<file path="config.mk">
export PLATFORM = sky130hd
export DESIGN_NAME = timer_tick_master
export DESIGN_NICKNAME = d
export VERILOG_FILES = /design/src/rtl/timer_tick_master.sv
export SDC_FILE = /design/constraint.sdc
export NUM_CORES = 1
export LEC_CHECK = 0
export CAP_MARGIN = 20
export CORE_MARGIN = 5
export CORE_UTILIZATION = 56
export CTS_BUF_LIST = sky130_fd_sc_hd__clkbuf_4 sky130_fd_sc_hd__clkbuf_8 sky130_fd_sc_hd__clkbuf_16
export DETAILED_ROUTE_END_ITERATION = 8
export GPL_ROUTABILITY_DRIVEN = 0
export PLACE_DENSITY = 0.86
export SYNTH_ARGS = -nofsm -noshare
export SYNTH_HDL_FRONTEND = slang
export SYNTH_SLANG_ARGS = --single-unit
</file>
<file path="constraint.sdc">
create_clock -name clk -period 3.7 [get_ports clk]
set_input_delay 0.555 -clock clk [delete_from_list [all_inputs] [get_ports clk]]
set_output_delay 0.555 -clock clk [all_outputs]
set_load 0.005 [all_outputs]
</file>
<file path="src/rtl/timer_tick_master.sv">
// timer_tick_master
//
// Bus initiator for the system timer's 8-bit register port. A start request
// programs prescaler, compare value and control. After that the block
// services every timer interrupt: it reads STATUS and, on a real match,
// write-clears MATCH. It keeps a 32-bit tick count and a divided scheduler
// tick, so the CPU never has to take a per-tick interrupt.
//
// Request semantics: cfg_start and cfg_stop are level-sampled requests with
// no ready/acknowledge. A request is acted on only in a cycle where the
// current state accepts it (start: IDLE/RUN, stop: RUN). In any other state
// it is dropped, not held. Within RUN, stop wins over start, and start wins
// over timer_irq.
//
// Ports
//   clk, rst_n          clock, asynchronous active-low reset
//   cfg_start/cfg_stop  start / stop requests
//   cfg_prescale[7:0]   prescaler, captured on an accepted start
//   cfg_compare[15:0]   compare value, captured on an accepted start
//   cfg_mode            1 = continuous, 0 = one-shot, captured on start
//   bus_cs/read/write   timer port strobes, one cycle per access
//   bus_addr[2:0]       0 CTRL, 1 STATUS, 4 COMP_L, 5 COMP_H, 6 PRESCALE
//   bus_wdata[7:0]      write data
//   bus_rdata[7:0]      read data, combinational in the bus_read cycle
//   timer_irq           timer interrupt, level
//   tick_count[31:0]    serviced matches since the last accepted start
//   sched_tick          one-cycle pulse every TICK_DIV serviced matches
//   busy                high in INIT0..INIT5 and STOP
//   running             high in RUN, RD_STAT and CLR_STAT
//   dbg_state[3:0]      current FSM state encoding
module timer_tick_master #(
  parameter int unsigned TICK_DIV = 10
) (
  input  logic        clk,
  input  logic        rst_n,
  input  logic        cfg_start,
  input  logic        cfg_stop,
  input  logic [7:0]  cfg_prescale,
  input  logic [15:0] cfg_compare,
  input  logic        cfg_mode,
  output logic        bus_cs,
  output logic        bus_read,
  output logic        bus_write,
  output logic [2:0]  bus_addr,
  output logic [7:0]  bus_wdata,
  input  logic [7:0]  bus_rdata,
  input  logic        timer_irq,
  output logic [31:0] tick_count,
  output logic        sched_tick,
  output logic        busy,
  output logic        running,
  output logic [3:0]  dbg_state
);

  typedef enum logic [3:0] {
    IDLE     = 4'd0,
    INIT0    = 4'd1,
    INIT1    = 4'd2,
    INIT2    = 4'd3,
    INIT3    = 4'd4,
    INIT4    = 4'd5,
    INIT5    = 4'd6,
    RUN      = 4'd7,
    RD_STAT  = 4'd8,
    CLR_STAT = 4'd9,
    STOP     = 4'd10
  } state_e;

  localparam logic [2:0]  ADDR_CTRL     = 3'd0;
  localparam logic [2:0]  ADDR_STATUS   = 3'd1;
  localparam logic [2:0]  ADDR_COMP_L   = 3'd4;
  localparam logic [2:0]  ADDR_COMP_H   = 3'd5;
  localparam logic [2:0]  ADDR_PRESCALE = 3'd6;
  localparam logic [15:0] DIV_LAST      = 16'(TICK_DIV - 1);

  state_e      state_q, state_d;
  logic [7:0]  prescale_q, prescale_d;
  logic [15:0] compare_q, compare_d;
  logic        mode_q, mode_d;
  logic [31:0] tick_count_q, tick_count_d;
  logic [15:0] div_q, div_d;
  logic        sched_q, sched_d;
  logic        cs_q, cs_d;
  logic        rd_q, rd_d;
  logic        wr_q, wr_d;
  logic [2:0]  addr_q, addr_d;
  logic [7:0]  wdata_q, wdata_d;
  logic        busy_q, busy_d;
  logic        running_q, running_d;

  logic        capture;
  logic        service;

  // Next-state and next-output logic. Bus strobes are decoded from the
  // *next* state so they are registered and appear in exactly the cycle the
  // FSM spends in the corresponding state.
  always_comb begin
    state_d      = state_q;
    capture      = 1'b0;
    service      = 1'b0;

    unique case (state_q)
      IDLE: begin
        if (cfg_start) begin
          capture = 1'b1;
          state_d = INIT0;
        end
      end
      INIT0: state_d = INIT1;
      INIT1: state_d = INIT2;
      INIT2: state_d = INIT3;
      INIT3: state_d = INIT4;
      INIT4: state_d = INIT5;
      INIT5: state_d = RUN;
      RUN: begin
        if (cfg_stop) begin
          state_d = STOP;
        end else if (cfg_start) begin
          capture = 1'b1;
          state_d = INIT0;
        end else if (timer_irq) begin
          state_d = RD_STAT;
        end
      end
      // A clear STATUS[0] means the irq was spurious: no write, no count.
      RD_STAT: state_d = bus_rdata[0] ? CLR_STAT : RUN;
      CLR_STAT: begin
        service = 1'b1;
        state_d = RUN;
      end
      STOP:    state_d = IDLE;
      default: state_d = IDLE;
    endcase

    // Config used by the INIT writes must be the value being captured now,
    // because INIT0 is entered on the same edge as the capture.
    prescale_d = capture ? cfg_prescale : prescale_q;
    compare_d  = capture ? cfg_compare  : compare_q;
    mode_d     = capture ? cfg_mode     : mode_q;

    tick_count_d = tick_count_q;
    div_d        = div_q;
    sched_d      = 1'b0;
    if (capture) begin
      tick_count_d = 32'd0;
      div_d        = 16'd0;
    end else if (service) begin
      tick_count_d = tick_count_q + 32'd1;
      if (div_q == DIV_LAST) begin
        div_d   = 16'd0;
        sched_d = 1'b1;
      end else begin
        div_d = div_q + 16'd1;
      end
    end

    cs_d    = 1'b0;
    rd_d    = 1'b0;
    wr_d    = 1'b0;
    addr_d  = 3'd0;
    wdata_d = 8'h00;
    unique case (state_d)
      INIT0:    begin cs_d = 1'b1; wr_d = 1'b1; addr_d = ADDR_CTRL;     wdata_d = 8'h08;             end
      INIT1:    begin cs_d = 1'b1; wr_d = 1'b1; addr_d = ADDR_PRESCALE; wdata_d = prescale_d;        end
      INIT2:    begin cs_d = 1'b1; wr_d = 1'b1; addr_d = ADDR_COMP_L;   wdata_d = compare_d[7:0];    end
      INIT3:    begin cs_d = 1'b1; wr_d = 1'b1; addr_d = ADDR_COMP_H;   wdata_d = compare_d[15:8];   end
      INIT4:    begin cs_d = 1'b1; wr_d = 1'b1; addr_d = ADDR_STATUS;   wdata_d = 8'h01;             end
      // CTRL = enable | irq enable | (continuous << 1)
      INIT5:    begin cs_d = 1'b1; wr_d = 1'b1; addr_d = ADDR_CTRL;     wdata_d = {5'b00001, mode_d, 1'b1}; end
      RD_STAT:  begin cs_d = 1'b1; rd_d = 1'b1; addr_d = ADDR_STATUS;   wdata_d = 8'h00;             end
      CLR_STAT: begin cs_d = 1'b1; wr_d = 1'b1; addr_d = ADDR_STATUS;   wdata_d = 8'h01;             end
      STOP:     begin cs_d = 1'b1; wr_d = 1'b1; addr_d = ADDR_CTRL;     wdata_d = 8'h00;             end
      default:  begin cs_d = 1'b0; end
    endcase

    busy_d    = (state_d inside {INIT0, INIT1, INIT2, INIT3, INIT4, INIT5, STOP});
    running_d = (state_d inside {RUN, RD_STAT, CLR_STAT});
  end

  always_ff @(posedge clk or negedge rst_n) begin
    if (!rst_n) begin
      state_q      <= IDLE;
      prescale_q   <= 8'h00;
      compare_q    <= 16'h0000;
      mode_q       <= 1'b0;
      tick_count_q <= 32'd0;
      div_q        <= 16'd0;
      sched_q      <= 1'b0;
      cs_q         <= 1'b0;
      rd_q         <= 1'b0;
      wr_q         <= 1'b0;
      addr_q       <= 3'd0;
      wdata_q      <= 8'h00;
      busy_q       <= 1'b0;
      running_q    <= 1'b0;
    end else begin
      state_q      <= state_d;
      prescale_q   <= prescale_d;
      compare_q    <= compare_d;
      mode_q       <= mode_d;
      tick_count_q <= tick_count_d;
      div_q        <= div_d;
      sched_q      <= sched_d;
      cs_q         <= cs_d;
      rd_q         <= rd_d;
      wr_q         <= wr_d;
      addr_q       <= addr_d;
      wdata_q      <= wdata_d;
      busy_q       <= busy_d;
      running_q    <= running_d;
    end
  end

  assign bus_cs     = cs_q;
  assign bus_read   = rd_q;
  assign bus_write  = wr_q;
  assign bus_addr   = addr_q;
  assign bus_wdata  = wdata_q;
  assign tick_count = tick_count_q;
  assign sched_tick = sched_q;
  assign busy       = busy_q;
  assign running    = running_q;
  assign dbg_state  = state_q;

endmodule

</file>
After elaboration in Yosys (flattened, before gate mapping)

Cells that the tools add are included.

Flip-flop bits (word level): 94
Input bits: 38

Reduce and logical (&&, ||, !) cells: 9
Multiplexer cells: 26
$add $sub $neg: 2
Equal/unequal tests: 20

Operators with widths:

| kind                                            | number |
|---|---|
| two-way mux 16 bit                              | 4 |
| two-way mux 32 bit                              | 2 |
| case mux 8 bit (6 select lines)                 | 1 |
| case mux 4 bit (9 select lines)                 | 1 |
| adder 32 x 1 -> 32 bit (second input constant)  | 1 |
| == test 4 x 3 -> 1 bit (second input constant)  | 8 |
| == test 4 bit (second input constant)           | 5 |
| two-way mux 4 bit                               | 5 |
| adder 16 x 1 -> 16 bit (second input constant)  | 1 |
| == test 16 x 4 -> 1 bit (second input constant) | 1 |
| == test 4 x 2 -> 1 bit (second input constant)  | 4 |
| case mux 3 bit (4 select lines)                 | 1 |
| two-way mux 1 bit                               | 10 |
| OR reduction 9 bit                              | 1 |
| == test 4 x 1 -> 1 bit (second input constant)  | 2 |
| two-way mux 8 bit                               | 1 |
| OR reduction 8 bit                              | 1 |
| nonzero test 7 bit                              | 1 |
| logical NOT 4 bit                               | 1 |
| OR reduction 2 bit                              | 2 |
| nonzero test 3 bit                              | 1 |
| OR reduction 3 bit                              | 1 |
| case mux 1 bit (2 select lines)                 | 1 |
| nonzero test 2 bit                              | 1 |

Depth between registers and ports, before layout

Gate-level depths: netlist of the first run.

Depth after elaboration: 7
Mapped depth: 8
Depth with buffers taken out: 7

Least setup slack after synthesis of the first run

OpenSTA, ideal clock, no wires.

Path kind: register to register
Start: register state_q[1], in the netlist dbg_state[1]
End: register wdata_q[0], in the netlist bus_wdata[0]
Cell stages (with the launch flop): 7
Data arrival time: 1,916 ps
Required time: 3,566 ps
Clock period less this slack: 2,050 ps
Setup slack: 1,650 ps
Path through: dfrtp_1 -> buf_6 -> or3_4 -> a21oi_4 -> mux4_2 -> a21boi_1 -> o211ai_2

Word-level cells in the longest chain between the ends: 7
Elaborated cells on any way between the ends: 28

Ends and longest elaborated chain:

| what                                                           | RTL line | source |
|---|---|---|
| start: declaration                                             | 76       | `state_e state_q, state_d;` |
| start signal: assignment                                       | 197      | `state_q <= state_d;` |
| two-way mux 4 bit                                              | 121      | `end else if (timer_irq) begin` |
| two-way mux 4 bit                                              | 118      | `end else if (cfg_start) begin` |
| two-way mux 4 bit                                              | 116      | `if (cfg_stop) begin` |
| case mux 4 bit (9 select lines)                                | 102      | `unique case (state_q)` |
| == test 4 x 3 -> 1 bit / == test 4 bit (equally long branches) | 162      | `unique case (state_d)` |
| OR reduction 2 bit (no line)                                   | n/a      |  |
| case mux 8 bit (6 select lines) *                              | 162      |  |
| net wdata_d[0]                                                 | 87       | `logic [7:0] wdata_q, wdata_d;` |
| end signal: assignment                                         | 208      | `wdata_q <= wdata_d;` |
| end: declaration                                               | 87       |  |

The timed path passes the listed nets; every way through them passes the cells marked *.
A chain may end at the register's enable or synchronous reset.

Worst setup path after layout of the first run

Start: register state_q[0], in the netlist dbg_state[0]
End: register tick_count_q[31], in the netlist tick_count[31]

Word-level cells in the longest chain between the ends: 3
Elaborated cells on any way between the ends: 7

Ends and longest elaborated chain:

| what                                                                        | RTL line | source |
|---|---|---|
| == test 4 x 3 -> 1 bit (tied with other cells)                              | 102      |  |
| case mux 1 bit (2 select lines) / two-way mux 1 bit (equally long branches) | 102      |  |
| two-way mux 32 bit / nonzero test 2 bit (equally long branches)             | n/a      |  |
| end signal: assignment                                                      | 201      | `tick_count_q <= tick_count_d;` |
| end: declaration                                                            | 80       | `logic [31:0] tick_count_q, tick_count_d;` |

Parallel ways exist; a longest one is shown, timed or not.

==> impl_metrics.json, run 1 <==
{
  "grt_max_degree": 66,
  "netlist_instances": 436,
  "sequential_share_of_the_synthesized_area_pct": 50.65,
  "highest_count_cells_in_the_layout_ignoring_fill_and_taps": "sky130_fd_sc_hd__dfrtp_1, sky130_fd_sc_hd__clkdlybuf4s50_1, sky130_fd_sc_hd__nor2_1",
  "grt.busiest_layer": "met2",
  "synthesis.nets": 477,
  "post_drt_via_cell_ratio": 5.886,
  "cp-end-kind": "flip-flop",
  "synth-edff-count": 0,
  "timing_worst_setup_path_type": "reg2reg",
  "stdcell_count": 624,
  "fin_area_sq_um": 5715,
  "rsz0062_at_grt": "false",
  "num_antenna_cells": 0,
  "drt-total-wl_mm": 10.68,
  "grt_pass1_vias": 3627,
  "cts_buffers": 9,
  "grt_pass1_wl_mm": 17.94,
  "drt.antenna.violating_nets": 0,
  "period_needed_ns": 2.726,
  "rows": 33,
  "hpwl_mm": 7.540,
  "setup_tns_after_final_layout_ns": 0,
  "synth-seq-cells": 94,
  "yosysWarningCount": 0,
  "antenna_found_initial": 0,
  "clock-sinks": 94,
  "global_route.usage.met3_pct": 4.775,
  "grt_usage_pct": 21.98,
  "initial_core_util_pct": 57.10,
  "cts_tree": "done",
  "detail_route.first_pass.iterations": 5,
  "routedWlPerCell_um": 17.11,
  "clock_skew_ns": 0.01623,
  "path_max_fanout": 22,
  "synthToLayoutAreaGrowth_pct": 23.06,
  "max_clock_freq_ghz": 0.3668,
  "finalNetCount": 555,
  "timing.final.crit_share_pct": 73.69,
  "timing.max_slew.rel_slack_pct": 44.57,
  "yosys.cell_types.count": 65,
  "initialDrtViolationCount": 255,
  "critical_path_arrival_ns": 3.03,
  "via_count": 3673,
  "cts_setup_buffers": 0,
  "core_region_area_sq_um": 8134,
  "holdBufCountCts": 0,
  "fin_hold_ws_ns": 0.1233,
  "finalWorstSetupSlack_ns": 0.9736,
  "io_pins": 91,
  "port_buffers": 83,
  "clock-root-buffer": "sky130_fd_sc_hd__clkbuf_8",
  "gr-usage-met2_pct": 35.56,
  "setup_viol": 0,
  "clkTransAtPathRegs_ns": 0.10,
  "h-tree-depth": 3,
  "fill_cells": 579,
  "number_of_max_cap_violations": 0,
  "timing_worst_slew_pin_value_ns": 0.8270,
  "synthesis.area_sq_um": 4644,
  "mostFrequentLayoutCell": "sky130_fd_sc_hd__dfrtp_1",
  "crit_required_ns": 4.00,
  "grt.met1_usage_pct": 29.86,
  "gr-total-overflow": 0,
  "area_enclosed_by_the_die_boundary_sq_um": 10220,
  "layout-drive-gt1-share_pct": 12.52,
  "cts_buffer_depth": 2,
  "peakVddDrop_v": 0.0003769,
  "synthesis.area_per_instance_sq_um": 10.65,
  "placement_cell_area_sq_um": 5509,
  "leakage_uw": 0.002413,
  "detail_route.drc_violations": 0,
  "numPlacedInstances": 608,
  "chipHeight_um": 101.1,
  "hold_violations": 0,
  "floorplan.die.width_um": 101.1,
  "cts_resized": 0,
  "classification_of_the_worst_slack_hold_path": "in2async",
  "clock_latency_ns": 0.37,
  "crit_path_start_kind": "flip-flop",
  "run_status": "finished clean",
  "async_flop_share_pct": 100.0,
  "max_slew_violation_total_from_the_final_report": 0,
  "power.density_nw_per_um2": 690.6,
  "place_ws_ns": 0.9655,
  "postSynth.topFlopCell": "sky130_fd_sc_hd__dfrtp_1"
}
==> synth_stat cells, types with 2 or more instances <==
| cell | n | area [sq um] |
|---|---|---|
| sky130_fd_sc_hd__inv_1 | 14 | 52.55 |
| sky130_fd_sc_hd__nor2_1 | 44 | 165.2 |
| sky130_fd_sc_hd__a22oi_1 | 5 | 37.54 |
| sky130_fd_sc_hd__buf_2 | 7 | 35.03 |
| sky130_fd_sc_hd__ha_1 | 3 | 37.54 |
| sky130_fd_sc_hd__mux2_4 | 13 | 195.2 |
| sky130_fd_sc_hd__o31ai_1 | 3 | 22.52 |
| sky130_fd_sc_hd__a21boi_0 | 2 | 15.01 |
| sky130_fd_sc_hd__dfrtp_1 | 94 | 2352 |
| sky130_fd_sc_hd__nand2b_1 | 6 | 37.54 |
| sky130_fd_sc_hd__mux2_2 | 13 | 146.4 |
| sky130_fd_sc_hd__or3_1 | 9 | 56.30 |
| sky130_fd_sc_hd__buf_4 | 3 | 22.52 |
| sky130_fd_sc_hd__a21oi_1 | 17 | 85.08 |
| sky130_fd_sc_hd__nor3_1 | 8 | 40.04 |
| sky130_fd_sc_hd__and2_1 | 3 | 18.77 |
| sky130_fd_sc_hd__or4_4 | 2 | 22.52 |
| sky130_fd_sc_hd__o21ai_1 | 6 | 30.03 |
| sky130_fd_sc_hd__and4_1 | 7 | 61.31 |
| sky130_fd_sc_hd__nor4_1 | 2 | 12.51 |
| sky130_fd_sc_hd__nor3_2 | 2 | 20.02 |
| sky130_fd_sc_hd__nor2b_1 | 3 | 18.77 |
| sky130_fd_sc_hd__and3_1 | 5 | 31.28 |
| sky130_fd_sc_hd__o21ai_0 | 26 | 130.1 |
| sky130_fd_sc_hd__nand4_1 | 13 | 81.33 |
| sky130_fd_sc_hd__a31oi_1 | 3 | 18.77 |
| sky130_fd_sc_hd__nand3_1 | 22 | 110.1 |
| sky130_fd_sc_hd__xnor2_1 | 2 | 17.52 |
| sky130_fd_sc_hd__clkbuf_1 | 6 | 22.52 |
| sky130_fd_sc_hd__buf_6 | 3 | 33.78 |
| sky130_fd_sc_hd__nor2_4 | 2 | 22.52 |
| sky130_fd_sc_hd__xor2_1 | 23 | 201.4 |
| sky130_fd_sc_hd__nand4b_1 | 2 | 17.52 |
| sky130_fd_sc_hd__nor3b_1 | 4 | 30.03 |
| sky130_fd_sc_hd__nand2_1 | 29 | 108.9 |
==> metrics by stage <==
stage               utilization, %  total power [uW]
floorplan                        -              2652
global placement             67.73              3167
detailed placement           67.73              3254
global route                 70.27              4211
CTS                          70.27              3967
finish                       70.27              3947
==> power breakdown <==
part | switching (uW) | internal (uW)
logic | 702 | 806
registers | 338 | 1400
clock network | 368 | 334
==> worst max-delay path: stages (launching register included) <==
cell and delay [ns]:
sky130_fd_sc_hd__dfrtp_1 0.82, sky130_fd_sc_hd__nand4bb_1 0.17, sky130_fd_sc_hd__buf_4 0.22, sky130_fd_sc_hd__nor3_2 0.65
sky130_fd_sc_hd__nand3_2 0.26, sky130_fd_sc_hd__or3_1 0.41, sky130_fd_sc_hd__a21oi_1 0.15
==> flip-flops by register name (all words and copies together), names as in the netlist <==
signal and cells:
tick_count 32, dbg_state 4, bus_wdata 8, prescale_q 8
mode_q 1, compare_q 16, div_q 16, bus_read 1
busy 1, sched_tick 1, running 1, bus_write 1
bus_cs 1, bus_addr 3
==> path summary, 6_finish.rpt <==
kind | startpoint | end | slack [ns] | depth (start not counted)
min in group clk | compare_q[7]$_DFF_PN0_ | compare_q[7]$_DFF_PN0_ | 0.50 | 1
max | dbg_state[0]$_DFF_PN0_ | tick_count[31]$_DFFE_PN0P_ | 0.97 | 6
min reg2reg | compare_q[7]$_DFF_PN0_ | compare_q[7]$_DFF_PN0_ | 0.50 | 1
min | rst_n | tick_count[30]$_DFFE_PN0P_ | 0.12 | 1
max reg2reg | dbg_state[0]$_DFF_PN0_ | tick_count[31]$_DFFE_PN0P_ | 0.97 | 6
max in group asynchronous | rst_n | bus_addr[2]$_DFF_PN0_ | 2.70 | 2
==> per-layer routing <==
metal,vias up,share of wire (%)
met4,0,1.9
li1,1711,-
met1,1814,44
met3,18,4.9
met5,-,0
met2,130,50
==> area by class of cell <==
class / instances / area (sq um) / area share (%)
well taps: 105 / 131.4 / 2.299
inverters: 14 / 52.55 / 0.9194
flip-flops and latches: 94 / 2352 / 41.16
clock buffers: 10 / 137.6 / 2.408
clock inverters: 6 / 68.82 / 1.204
repair buffers: 89 / 885.9 / 15.50
multi-input cells: 306 / 2087 / 36.51
==> cells by family (layout without fill, tap and decap cells) <==
kind of cell / after synthesis / count (layout) / share of synthesized area (%)
simple gates: 172 / 172 / 20.47
flops: 94 / 94 / 50.65
compound gates: 78 / 78 / 10.53
buf+inv: 36 / 119 / 4.418
mux: 28 / 28 / 8.405
xor+xnor: 25 / 25 / 4.714
fa+ha+maj: 3 / 3 / 0.8083
(Power assumes the default switching activity.)
==> run 2, diff against run 1 <==
--- a/config.mk
+++ b/config.mk
@@ -7,11 +7,11 @@
 export LEC_CHECK = 0
 export CAP_MARGIN = 20
 export CORE_MARGIN = 5
-export CORE_UTILIZATION = 56
+export CORE_UTILIZATION = 47
 export CTS_BUF_LIST = sky130_fd_sc_hd__clkbuf_4 sky130_fd_sc_hd__clkbuf_8 sky130_fd_sc_hd__clkbuf_16
 export DETAILED_ROUTE_END_ITERATION = 8
 export GPL_ROUTABILITY_DRIVEN = 0
-export PLACE_DENSITY = 0.86
+export PLACE_DENSITY = 0.77
 export SYNTH_ARGS = -nofsm -noshare
 export SYNTH_HDL_FRONTEND = slang
 export SYNTH_SLANG_ARGS = --single-unit
==> constraint.sdc (replaced) <==
create_clock -name clk -period 2.31 [get_ports clk]
set_input_delay 0.3465 -clock clk [delete_from_list [all_inputs] [get_ports clk]]
set_output_delay 0.3465 -clock clk [all_outputs]
set_load 0.005 [all_outputs]
==> run 2 against run 1 <==
Net effect: clock skew down 0.0068 ns; routed wire length up 1.6%; first-iteration DRC count down 12%; largest cell class unchanged; largest power group unchanged; highest routed layer unchanged.
==> impl_metrics.json, run 2 (same netlist as run 1, synthesis figures left out) <==
{
  "grt_pass1_wl_mm": 18.00,
  "clkTransAtPathRegs_ns": 0.09,
  "setup_tns_after_final_layout_ns": 0,
  "num_antenna_cells": 0,
  "detail_route.drc_violations": 0,
  "hold_violations": 0,
  "clock-sinks": 94,
  "layout-drive-gt1-share_pct": 14.63,
  "floorplan.die.width_um": 109.4,
  "cp_num_buf_inv": 1,
  "classification_of_the_worst_slack_hold_path": "reg2reg",
  "chipHeight_um": 109.4,
  "peakVddDrop_v": 0.0005806,
  "finalWorstSetupSlack_ns": 0.2467,
  "drt.antenna.violating_nets": 0,
  "critical_path_cell_count": 6,
  "grt_pass1_vias": 3719,
  "timing_worst_setup_path_type": "reg2reg",
  "via_count": 3715,
  "r2r.worst_path.cells": 6,
  "grt.busiest_layer": "met2",
  "leakage_uw": 0.002510,
  "grt_usage_pct": 19.08,
  "port_buffers": 83,
  "clock-root-buffer": "sky130_fd_sc_hd__clkbuf_8",
  "total_power_uw": 6374,
  "initial_core_util_pct": 47.96,
  "finalNetCount": 570,
  "hpwl_mm": 7.892,
  "fill_cells": 800,
  "cell_with_the_largest_stage_delay_on_the_worst_path": "sky130_fd_sc_hd__dfrtp_1",
  "rows": 36,
  "cts_buffers": 9,
  "io_pins": 91,
  "clock_latency_ns": 0.36,
  "worstSetupStartpoint": "dbg_state[0]$_DFF_PN0_",
  "cts_buffer_depth": 2,
  "path_max_fanout": 12,
  "clock_skew_ns": 0.009416,
  "cts_tree": "done",
  "gr-total-overflow": 0,
  "drt-total-wl_mm": 10.85,
  "cp_cell_sequence": "buf_4 -> nand4bb_1 -> nor3_2 -> nand3_2 -> or3_1 -> a21oi_1",
  "mostFrequentLayoutCell": "sky130_fd_sc_hd__dfrtp_1",
  "cp-end-kind": "flip-flop",
  "critPathMaxStageDelay_ns": 0.39,
  "detail_route.first_pass.iterations": 5,
  "crit_family": "simple AND/OR/NAND/NOR gates",
  "initialDrtViolationCount": 225,
  "rsz0062_at_grt": "false",
  "grt.met1_usage_pct": 25.57,
  "run_status": "finished clean",
  "timing_worst_slew_pin_value_ns": 0.5559,
  "antenna_found_initial": 0,
  "global_route.usage.met3_pct": 3.817,
  "area_enclosed_by_the_die_boundary_sq_um": 11970,
  "grt_max_degree": 39,
  "worst_r2r_endpoint": "tick_count[31]$_DFFE_PN0P_",
  "highest_count_cells_in_the_layout_ignoring_fill_and_taps": "sky130_fd_sc_hd__dfrtp_1, sky130_fd_sc_hd__clkdlybuf4s50_1, sky130_fd_sc_hd__nor2_1",
  "core_region_area_sq_um": 9684,
  "setup_viol": 0,
  "power.density_nw_per_um2": 1083,
  "cts_setup_buffers": 0,
  "timing.max_slew.rel_slack_pct": 62.60,
  "number_of_max_cap_violations": 0,
  "largest_reg_flops": 32,
  "max_slew_violation_total_from_the_final_report": 0,
  "final_core_util_pct": 60.80,
  "h-tree-depth": 3,
  "setup.reg_to_reg.worst_slack_ns": 0.25,
  "gr-usage-met2_pct": 30.86,
  "post_drt_via_cell_ratio": 5.578,
  "routedWlPerCell_um": 16.29,
  "crit_required_ns": 2.61,
  "crit_end": "tick_count[31]$_DFFE_PN0P_",
  "place_ws_ns": 0.01989,
  "max_clock_freq_ghz": 0.4847,
  "critical_path_arrival_ns": 2.36,
  "timing.final.crit_share_pct": 89.32,
  "period_needed_ns": 2.063,
  "crit_path_start_kind": "flip-flop",
  "synthToLayoutAreaGrowth_pct": 26.78,
  "timing.rr.start": "dbg_state[0]$_DFF_PN0_"
}
-- run 2: changes by cell type in the layout (fill, tap and decap cells not counted) --
cell,before,now
sky130_fd_sc_hd__nor3_4,0,1
sky130_fd_sc_hd__buf_4,6,18
sky130_fd_sc_hd__inv_6,1,0
sky130_fd_sc_hd__dlygate4sd3_1,0,1
sky130_fd_sc_hd__nor3_2,2,1
sky130_fd_sc_hd__buf_12,1,3
-- run 2: worst register-to-register path, stage by stage (launching register included) --
cell,delay (ns)
sky130_fd_sc_hd__dfrtp_1,0.39
sky130_fd_sc_hd__buf_4,0.21
sky130_fd_sc_hd__nand4bb_1,0.37
sky130_fd_sc_hd__nor3_2,0.35
sky130_fd_sc_hd__nand3_2,0.17
sky130_fd_sc_hd__or3_1,0.38
sky130_fd_sc_hd__a21oi_1,0.14
-- run 2: final cells by class --
class	count	area, sq um	area share (%)
Tap cell	133	166.4	2.826
Clock inverter	5	60.06	1.020
Inverter	14	52.55	0.8925
Multi-Input combinational cell	306	2093	35.55
Timing Repair Buffer	104	1026	17.42
Sequential cell	94	2352	39.95
Clock buffer	10	137.6	2.337
-- run 2: worst min path at each step --
| stage | slack, ns | depth (start not counted) | end | start |
|---|---|---|---|---|
| after global placement | 0.36 | 1 | tick_count[31]$_DFFE_PN0P_ | rst_n |
| after floorplan | 0.05 | 0 | bus_addr[0]$_DFF_PN0_ | rst_n |
| after global routing | 0.51 | 1 | prescale_q[6]$_DFF_PN0_ | prescale_q[6]$_DFF_PN0_ |
| final | 0.50 | 1 | prescale_q[6]$_DFF_PN0_ | prescale_q[6]$_DFF_PN0_ |
| after CTS | 0.50 | 1 | prescale_q[6]$_DFF_PN0_ | prescale_q[6]$_DFF_PN0_ |
| after detailed placement | 0.36 | 1 | tick_count[31]$_DFFE_PN0P_ | rst_n |
-- run 2: metal layers --
layer / wire length, um / up-vias
met4: 139 / 0
met5: 0 / -
met2: 5308 / 120
met3: 560 / 15
met1: 4843 / 1846
li1: - / 1734
-- run 2: report_power, final --
group,internal [uW],leakage [uW],switching (uW)
logic,1370,0.00121,1200
registers,2240,0.00120,464
clock network,526,0.0000983,571
total,4140,0.00251,2230
-- run 2: stage by stage --
step | hold slack, ns | instance area, sq um | cells
finish | 0.5001 | 5888 | 666
global route | 0.5083 | 5888 | 666
CTS | 0.4998 | 5882 | 666
detailed placement | 0.3641 | 5674 | 650
global placement | 0.3589 | 5674 | 650
floorplan | 0.05091 | 4644 | 436
-- run 2: what timing repair did --
action	in CTS	in global routing
setup endpoints to repair	0	1
endpoints found under the hold margin	36	0
resized for setup	0	1
hold buffers	1	0
==> run 3, diff against run 2 <==
--- a/config.mk
+++ b/config.mk
@@ -11,7 +11,7 @@
 export CTS_BUF_LIST = sky130_fd_sc_hd__clkbuf_4 sky130_fd_sc_hd__clkbuf_8 sky130_fd_sc_hd__clkbuf_16
 export DETAILED_ROUTE_END_ITERATION = 8
 export GPL_ROUTABILITY_DRIVEN = 0
-export PLACE_DENSITY = 0.77
+export PLACE_DENSITY_LB_ADDON = 0.2
 export SYNTH_ARGS = -nofsm -noshare
 export SYNTH_HDL_FRONTEND = slang
 export SYNTH_SLANG_ARGS = --single-unit
==> run 3 against run 2 <==
Net effect: clock power hardly changed; routed wire length is 4.3% lower; register-to-register slack worse by 0.06 ns; via count is 2.9% lower; core utilization hardly changed; combinational power hardly changed; global-route usage is 0.62 points lower; final area hardly changed; clock skew is 0.00067 ns higher; flip-flop and latch count stayed put.
==> impl_metrics.json, run 3 (same netlist as run 1, synthesis figures left out) <==
{
  "power.density_nw_per_um2": 1085,
  "holdBufCountCts": 1,
  "numPlacedInstances": 650,
  "fin_area_sq_um": 5887,
  "cts_buffer_depth": 2,
  "grt_usage_pct": 18.46,
  "peakVddDrop_v": 0.0006311,
  "number_of_max_cap_violations": 0,
  "finalNetCount": 570,
  "run_status": "finished clean",
  "drt-total-wl_mm": 10.38,
  "core_region_area_sq_um": 9684,
  "classification_of_the_worst_slack_hold_path": "in2async",
  "routedWlPerCell_um": 15.59,
  "cts_tree": "done",
  "initial_core_util_pct": 47.96,
  "max_clock_freq_ghz": 0.4719,
  "crit_required_ns": 2.60,
  "path_common_cell": "sky130_fd_sc_hd__and4_1",
  "chipHeight_um": 109.4,
  "cts_buffers": 9,
  "fill_cells": 792,
  "rsz0062_at_grt": "false",
  "cp_num_buf_inv": 0,
  "cp_cell_sequence": "and4_1 -> and4_1 -> nand3_2 -> or3_1 -> a21oi_1",
  "detail_route.first_pass.iterations": 4,
  "cts_setup_buffers": 0,
  "timing.final.crit_share_pct": 91.73,
  "leakage_uw": 0.002499,
  "grt_max_degree": 43,
  "rows": 36,
  "timing_worst_setup_path_type": "reg2reg",
  "clock_skew_ns": 0.01009,
  "grt_pass1_vias": 3543,
  "mostFrequentLayoutCell": "sky130_fd_sc_hd__dfrtp_1",
  "post_drt_via_cell_ratio": 5.417,
  "path_max_fanout": 13,
  "seq_pwr_share_pct": 42.0,
  "grt_pass1_wl_mm": 17.47,
  "crit_path_start_kind": "flip-flop",
  "power.internal_uw": 4203,
  "initialDrtViolationCount": 195,
  "stdcell_count": 666,
  "largest_reg_flops": 32,
  "hpwl_mm": 7.523,
  "swShare_pct": 34.18,
  "cell_with_the_largest_stage_delay_on_the_worst_path": "sky130_fd_sc_hd__and4_1",
  "cp-end-kind": "flip-flop",
  "timing.rr.start": "tick_count[5]$_DFFE_PN0P_",
  "final_core_util_pct": 60.79,
  "cts_resized": 0,
  "detail_route.drc_violations": 0,
  "num_antenna_cells": 0,
  "period_needed_ns": 2.119,
  "h-tree-depth": 3,
  "timing_worst_slew_pin_value_ns": 0.5421,
  "layout-drive-gt1-share_pct": 14.63,
  "critPathMaxStageDelay_ns": 0.52,
  "timing.max_slew.rel_slack_pct": 63.52,
  "critical_path_arrival_ns": 2.41,
  "power.clock.fraction_pct": 17.6,
  "placement_cell_area_sq_um": 5674,
  "floorplan.die.width_um": 109.4,
  "via_count": 3608,
  "worstSetupStartpoint": "tick_count[5]$_DFFE_PN0P_",
  "port_buffers": 83,
  "area_enclosed_by_the_die_boundary_sq_um": 11970,
  "clock-sinks": 94,
  "comb_power_share_pct": 40.4,
  "crit_family": "simple AND/OR/NAND/NOR gates",
  "hold_violations": 0,
  "clock_latency_ns": 0.36,
  "clock-root-buffer": "sky130_fd_sc_hd__clkbuf_8",
  "gr-total-overflow": 0,
  "clkTransAtPathRegs_ns": 0.09,
  "io_pins": 91,
  "max_slew_violation_total_from_the_final_report": 0,
  "setup_viol": 0,
  "antenna_found_initial": 0,
  "p_sw_uw": 2182,
  "synthToLayoutAreaGrowth_pct": 26.75,
  "drt.antenna.violating_nets": 0,
  "highest_count_cells_in_the_layout_ignoring_fill_and_taps": "sky130_fd_sc_hd__dfrtp_1, sky130_fd_sc_hd__clkdlybuf4s50_1, sky130_fd_sc_hd__nor2_1"
}
run 3: power groups by stage:
stage               combinational, uW  clock (uW)  sequential (uW)
global route                     2860        1220             2770
global placement                 2530           0             2690
CTS                              2610        1150             2680
finish                           2580        1120             2680
floorplan                        1630           0             2620
detailed placement               2590           0             2710
run 3: layout make-up:
cell class	count	area, sq um	share of cell area, %
Tap cell	133	166.4	2.827
Inverter	14	52.55	0.8927
Sequential cell	94	2352	39.96
Multi-Input combinational cell	306	2087	35.45
Clock buffer	12	158.9	2.699
Clock inverter	3	43.79	0.7439
Timing Repair Buffer	104	1026	17.43
run 3: worst paths after layout:
path,slack (ns),endpoint,cells past startpoint
setup / recovery,0.19,tick_count[31]$_DFFE_PN0P_,5
hold / removal,0.42,tick_count[30]$_DFFE_PN0P_,2
setup reg to reg,0.19,tick_count[31]$_DFFE_PN0P_,5
hold reg to reg,0.50,compare_q[13]$_DFF_PN0_,1
max in group asynchronous,1.19,compare_q[12]$_DFF_PN0_,3
min in group clk,0.50,compare_q[13]$_DFF_PN0_,1
run 3: per-layer routing:
metal	track usage, %	wire, um
met4	7.302	176
met5	0	0
met3	3.406	518
met1	26.30	4837
met2	27.94	4852
run 3: through the flow:
step | hold WS, ns | setup TNS [ns] | power [uW] | worst slack, ns
3_3_place_gp | 0.2573 | 0 | 5219 | 0.03110
2_1_floorplan | 0.05091 | 0 | 4248 | 0.2600
3_5_place_dp | 0.2595 | -0.006882 | 5302 | -0.006882
4_1_cts | 0.4114 | 0 | 6436 | 0.2132
6_report | 0.4183 | 0 | 6385 | 0.1911
5_1_grt | 0.4293 | 0 | 6848 | 0.08111
